**src/rtl/mem_responder.sv**
```systemverilog
// Processor-facing memory responder: word RAM, MMIO cycle counter, and a TX FIFO
// drained through a valid/ready port. Reads are combinational; all state is clocked.
module mem_responder #(
    parameter int unsigned MEM_WORDS  = 64,
    parameter int unsigned FIFO_DEPTH = 4
) (
    input  logic        clk,
    input  logic        reset,
    input  logic        MemWrite,
    input  logic [31:0] Adr,
    input  logic [31:0] WriteData,
    output logic [31:0] ReadData,
    output logic        out_valid,
    output logic [31:0] out_data,
    input  logic        out_ready
);

    localparam int unsigned AW = $clog2(MEM_WORDS);
    localparam int unsigned PW = $clog2(FIFO_DEPTH);
    localparam int unsigned CW = $clog2(FIFO_DEPTH + 1);

    localparam logic [1:0] SEL_CYCLE  = 2'd0;
    localparam logic [1:0] SEL_TXDATA = 2'd1;
    localparam logic [1:0] SEL_STATUS = 2'd2;

    logic [31:0]   ram      [MEM_WORDS];
    logic [31:0]   fifo_mem [FIFO_DEPTH];
    logic [PW-1:0] rd_ptr;
    logic [PW-1:0] wr_ptr;
    logic [CW-1:0] count;
    logic          ovf;
    logic [31:0]   cycle;

    logic          is_mmio;
    logic [1:0]    sel;
    logic [AW-1:0] ram_idx;
    logic          wr_ram;
    logic          wr_cycle;
    logic          wr_tx;
    logic          wr_status;
    logic          full;
    logic          empty;
    logic          pop;
    logic          push;
    logic [31:0]   status;
    logic          unused_adr;

    // Address decode; upper RAM address bits and byte offset are don't-care
    assign is_mmio   = Adr[31];
    assign sel       = Adr[3:2];
    assign ram_idx   = Adr[AW+1:2];
    assign unused_adr = ^{Adr[30:AW+2], Adr[1:0]};

    assign wr_ram    = MemWrite & ~is_mmio;
    assign wr_cycle  = MemWrite & is_mmio & (sel == SEL_CYCLE);
    assign wr_tx     = MemWrite & is_mmio & (sel == SEL_TXDATA);
    assign wr_status = MemWrite & is_mmio & (sel == SEL_STATUS);

    assign full  = (count == CW'(FIFO_DEPTH));
    assign empty = (count == '0);
    assign pop   = ~empty & out_ready;
    // A full FIFO still accepts a push when the head leaves in the same cycle
    assign push  = wr_tx & (~full | pop);

    assign status    = {24'd0, 4'(count), 1'b0, ovf, empty, full};
    assign out_valid = ~empty;
    assign out_data  = empty ? 32'd0 : fifo_mem[rd_ptr];

    always_comb begin
        ReadData = 32'd0;
        if (!is_mmio) begin
            ReadData = ram[ram_idx];
        end else begin
            case (sel)
                SEL_CYCLE:  ReadData = cycle;
                SEL_STATUS: ReadData = status;
                default:    ReadData = 32'd0;
            endcase
        end
    end

    // RAM and FIFO storage are not reset; only occupancy/pointers are
    always_ff @(posedge clk) begin
        if (wr_ram) begin
            ram[ram_idx] <= WriteData;
        end
    end

    always_ff @(posedge clk) begin
        if (push) begin
            fifo_mem[wr_ptr] <= WriteData;
        end
    end

    always_ff @(posedge clk or negedge reset) begin
        if (!reset) begin
            cycle <= 32'd0;
        end else if (wr_cycle) begin
            cycle <= 32'd0;
        end else begin
            cycle <= cycle + 32'd1;
        end
    end

    always_ff @(posedge clk or negedge reset) begin
        if (!reset) begin
            rd_ptr <= '0;
            wr_ptr <= '0;
            count  <= '0;
            ovf    <= 1'b0;
        end else begin
            if (push) begin
                wr_ptr <= wr_ptr + PW'(1);
            end
            if (pop) begin
                rd_ptr <= rd_ptr + PW'(1);
            end
            case ({push, pop})
                2'b10:   count <= count + CW'(1);
                2'b01:   count <= count - CW'(1);
                default: count <= count;
            endcase
            if (wr_tx && !push) begin
                ovf <= 1'b1;
            end else if (wr_status) begin
                ovf <= 1'b0;
            end
        end
    end

endmodule

```
**config.mk**
```make
export PLATFORM = sky130hd
export DESIGN_NAME = mem_responder
export DESIGN_NICKNAME = d
export VERILOG_FILES = /design/src/rtl/mem_responder.sv
export SDC_FILE = /design/constraint.sdc
export NUM_CORES = 2
export LEC_CHECK = 0
export CAP_MARGIN = 5
export CORE_ASPECT_RATIO = 0.5
export CORE_MARGIN = 2
export CORE_UTILIZATION = 40
export CTS_CLUSTER_SIZE = 10
export DETAILED_ROUTE_END_ITERATION = 8
export PLACE_DENSITY_LB_ADDON = 0.05
export SLEW_MARGIN = 0
export SYNTH_ARGS = -nofsm -noshare
export SYNTH_HDL_FRONTEND = slang
export SYNTH_SLANG_ARGS = --single-unit
```
**constraint.sdc**
```tcl
create_clock -name clk -period 4.35 [get_ports clk]
set_input_delay 1.305 -clock clk [delete_from_list [all_inputs] [get_ports clk]]
set_output_delay 1.305 -clock clk [all_outputs]
set_load 0.01 [all_outputs]
```
-- After elaboration in Yosys (flattened, before gate mapping)
Memory sizes are Yosys's and may differ from the RTL's.
Cells that the tools add are included.
- $add $sub $neg: 5
- equality and inequality tests: 5
- muxes and demuxes: 11
- bitwise logic cells: 11
- reduce and logical (&&, ||, !) cells: 6
- operator list (kind ; number):
    $mux W32 ; 3
    $pmux W32 S2 ; 1
    $add A32 B1 Y32 const B ; 1
    $and A1 B1 Y1 ; 7
    $mux W1 ; 6
    $pmux W3 S2 ; 1
    $add A2 B1 Y2 const B ; 2
    $eq A2 B1 Y1 const B ; 2
    $eq A2 B2 Y1 const B ; 2
    $reduce_bool A2 Y1 ; 2
    $add A3 B1 Y3 const B ; 1
    $eq A3 B3 Y1 const B ; 1
    $logic_not A3 Y1 ; 1
    $not A1 Y1 ; 3
    $sub A3 B1 Y3 const B ; 1
    $logic_not A2 Y1 ; 1
    $logic_and A1 B1 Y1 ; 1
    $logic_not A1 Y1 ; 1
    $or A1 B1 Y1 ; 1
- register bits: 40
- RAM bits: 2176
- input port bits: 68
- logic and storage cells: 45
- memories kept: 2
- memory list (memory ; depth ; bits a word ; read ports ; clocked after memory_dff ; write ports ; line ; source):
    ram ; 64 ; 32 ; 1 ; 0 ; 1 ; 26 ; logic [31:0] ram [MEM_WORDS];
    fifo_mem ; 4 ; 32 ; 1 ; 0 ; 1 ; 27 ; logic [31:0] fifo_mem [FIFO_DEPTH];

-- Depth between registers and ports, before layout
- depth in word-level cells: 8
- gate-level depth with buffers: 11
- depth with buffers taken out: 6

-- Least setup slack after synthesis
OpenSTA, ideal clock, no wires.
- kind: in2reg
- start point: input Adr[2]
- end point: memory ram[11][0] (enable)
- arrival time: 4.112 ns
- setup slack: -0.183 ns
- stages: 9
- cells stage by stage: buf_6 > buf_12 > buf_6 > buf_6 > buf_4 > buf_4 > buf_2 > nand3_1 > nor2_1
- RTL lines (item ; line ; source):
    from (decl) ; 10 ; input logic [31:0] Adr,
    to (decl) ; 26 ;
Straight into the memory's write port.

-- Worst setup path in the final report
- start point: input Adr[2]
- end point: output ReadData[14]
- cells in the longest elaborated chain, start to end: 3
- elaborated cells on any way between the ends: 5
- those cells by class: eq/ne: 1; mux: 2; reduce/logical: 1; memory: 1
- ends and longest elaborated chain (item ; line ; source):
    branches (longest 2 deep; another with $mem_v2 Z64 W32) ; -- ;
    $mux W32 (*) ; 71 ; if (!is_mmio) begin
    to (decl) ; 12 ; output logic [31:0] ReadData,
Every way passes the cells marked *.

==> results.md <==
* CP startpoint kind: input pin
* Register area share after synthesis at 77.7%
* Slew @ Worst Pin at 1.36 ns
* Worst Setup End Kind: output pin
* Syn_area_per_cell at 21.9 µm²
* Pwr Density at 436 nW/µm²
* DR DRC count at 0
* Crit path kind: input pin to output pin
* Type of the worst min-delay path: input pin to asynchronous set/reset pin
* RSZ-0062 raised after global routing: true
* Most common cell in the netlist: edfxtp_1
* Critical-path cell list: buf_16 -> buf_16 -> buf_12 -> buf_8 -> buf_16 -> mux4_2 -> a22o_1 -> a221oi_4 -> buf_6 -> a32oi_4 -> buf_6
* TritonRoute pass-1 iters at 6
* CP dominant cell by count: buf_16
* Largest net degree at the start of global routing at just under 70
* Fin worst setup slack at -0.769 ns
* Worst VDD drop at between 0.0003 and 0.0004 V
* Die area at 217000 µm²
* Family with the most delay on the worst path: buffers and inverters
* Clock Skew at 0.0215 ns
* Slowest cell on the critical path: a221oi_4
* Peak fanout along the critical path at 6
* Vias in the first global route at approximately 47k
* Initial antenna violation count at 24
* Starting DRT DRC Count at 6147
* TritonCTS Buffers at 247
* Max-Cap Viols at 0
* Dpl ws at -1.95 ns
* Total negative slack at -19.88 ns
* Post-CTS Hold Buffers at 0
* Root Buffer: clkbuf_16
* Clock buffer depth at 4
* CP peak stage delay at around 0.51 ns
* Overall routing resource usage at 26.3%
* Share of cells above drive strength 1 at 42.0%
* Worst path bufs/invs at 7
* Tcrit/Tclk final at 118%
* CTS H-Tree Depth at 4
* Die Wd at 657 µm
* Failing checks: setup timing
* Post-layout minimum cycle time at slightly above 5 ns
* GRT Residual Overflow at 0
* Hold WS at 0.554 ns
* Arr. time, crit path at around 3.8 ns
* Register-to-register setup slack at around 1.7 ns
* DIE HEIGHT at 331 µm
* Most used flip-flop cell after synthesis: edfxtp_1
* IO Port Bufs at 107
* CTS tree: yes
* P&R area growth vs syn at 26.1%
* Synthesized flop and latch total at 2216
* GP Congestion at 0.842
* Mapped Nets at about 4.0k
* Share of Yosys cell area claimed by the top area cell type at 76.5%
* Post-synth cell types at 69
* Top post-synthesis cells by count: edfxtp_1, mux4_2, nor2_1
* Max Freq at 195 MHz
* Clock transition at path regs at 0.06 ns
* Pins Over Slew Limit at 0
* DP HPWL at 181 mm
* Clock latency on the worst-skew pair at 0.88 ns
* Antenna-violating nets left at 0
* Yosys top cell by area: edfxtp_1
* Synth top area cells: edfxtp_1, mux4_2, dfrtp_1
* Placed cells at between 7k and 8k
* Fin. Hold Viols at 0
* Final nets at 5019
* Total Routed Length at around 290 mm
* Core area at 211000 µm²
* Outcome: finished with violations
* Routed len/inst at 36.5 µm
* Rel. slew slack at 9.18%
* DR vias at 46.6k
* I/O Pins at 133
* Synth async-reset ratio at 1.81%
* Layout fillers at around 17k
* Rows at 119
* Cell Area, Synth at 85400 µm²
* Number of synthesized flops with an enable pin at 2176
* Endpoints failing setup at 32
* WP data required at 3.04 ns
* Yosys warns at 0
* Cells after Synth at just under 4k
* Vias/cell at about 6
* Lkg Pwr at between 30 and 40 nW
* First-pass GRT wire length at slightly below 400 mm
* Final Non-Filler Cells at 7874
* Initial Util at 40.4%
* # clock sinks at about 2.2k
## power by group
group,switching [W],internal [W]
Combinational,0.00263,0.00229
Clock,0.00800,0.0103
Sequential,0.000153,0.0236
## worst paths after layout
kind                            startpoint      endpoint  depth (start not counted)
worst max-delay path                Adr[2]  ReadData[14]                         11
worst min-delay path                 reset     rd_ptr[1]                          1
worst max register to register    cycle[3]     cycle[31]                          5
worst min register to register         ovf           ovf                          2
max in group asynchronous            reset     cycle[26]                          2
min in group clk                       ovf           ovf                          2
## cell families (layout without fill, tap and decap cells)
group                      count (synthesis)  count (layout)  synth area share, %
and+or+nand+nor                          444             444                 2.51
DFF                                     2216            2216                 77.7
AOI/OAI and AO/OA                        349             349                 2.77
other                                      0               9                    0
buffers and inverters                    230            1346                 1.41
muxes                                    629             629                 15.2
adders and majority gates                  6               6               0.0967
xor gates and xnor gates                  32              32                0.328
## sequential cells by signal (all words and copies together), names as in the netlist
name      flops
ram        2048
fifo_mem    128
cycle        32
count         3
rd_ptr        2
wr_ptr        2
ovf           1
## placed cells by master (no fill, tap or decap), types with 16 or more instances in the layout
cell and count:
edfxtp_1 2176, buf_4 588, mux4_2 531, clkbuf_16 252
buf_12 188, nand2_1 101, buf_6 93, clkbuf_1 73
nor2_4 70, mux2i_1 65, buf_2 54, a22oi_2 49
nor2_1 47, a21oi_1 43, and2_1 41, nand3_1 40
dfrtp_1 39, clkdlybuf4s50_1 35, a22oi_1 31, buf_8 25
buf_16 23, a21oi_2 22, xor2_1 21, o21ai_0 21
o22ai_2 21, mux2_2 19, o22ai_1 16, nor3_4 16
## routing by layer
layer,vias to the layer above,global-route usage (%),wire (µm)
li1,18567,-,-
met4,2,5.35,5510
met5,-,0,8
met3,319,5.64,25600
met1,25681,39.8,128000
met2,2068,39.7,128000
## worst reg2reg max path, cell delays in order, from the launching register on
cell and delay [ns]:
dfrtp_1 0.50, nand3_1 0.20, nor3_2 0.83, nand3_1 0.40
or3_1 0.43, a21oi_1 0.16
## per-stage QoR
| step | area (µm²) | total power [W] | util [%] |
|---|---|---|---|
| finish | 108000 | 0.0470 | 51.0 |
| CTS | 107000 | 0.0473 | 50.6 |
| global route | 108000 | 0.0484 | 51.0 |
| floorplan | 85400 | 0.0261 | - |
| global placement | 96800 | 0.0286 | 45.8 |
| detailed placement | 96800 | 0.0287 | 45.8 |
## what timing repair did
item / CTS / global route
resized for setup: 527 / 174
setup buffers: 155 / 44
endpoints found under the setup margin: 54 / 32
pin swaps: 100 / 90
cloned: 18 / 1
## final cells by class
type                       instances  area, µm²  share of cell area [%]
sequential                      2216      66300                    61.6
inverter                          11       46.3                  0.0430
clock buffer                     324       6560                    6.09
timing repair buffer            1009      10900                    10.1
tap                             2843       3560                    3.30
clock inverter                     2       28.8                  0.0267
antenna                            9       22.5                  0.0209
multi-input combinational       1460      20200                    18.8
No activity file was read; power rests on OpenSTA's default activity.
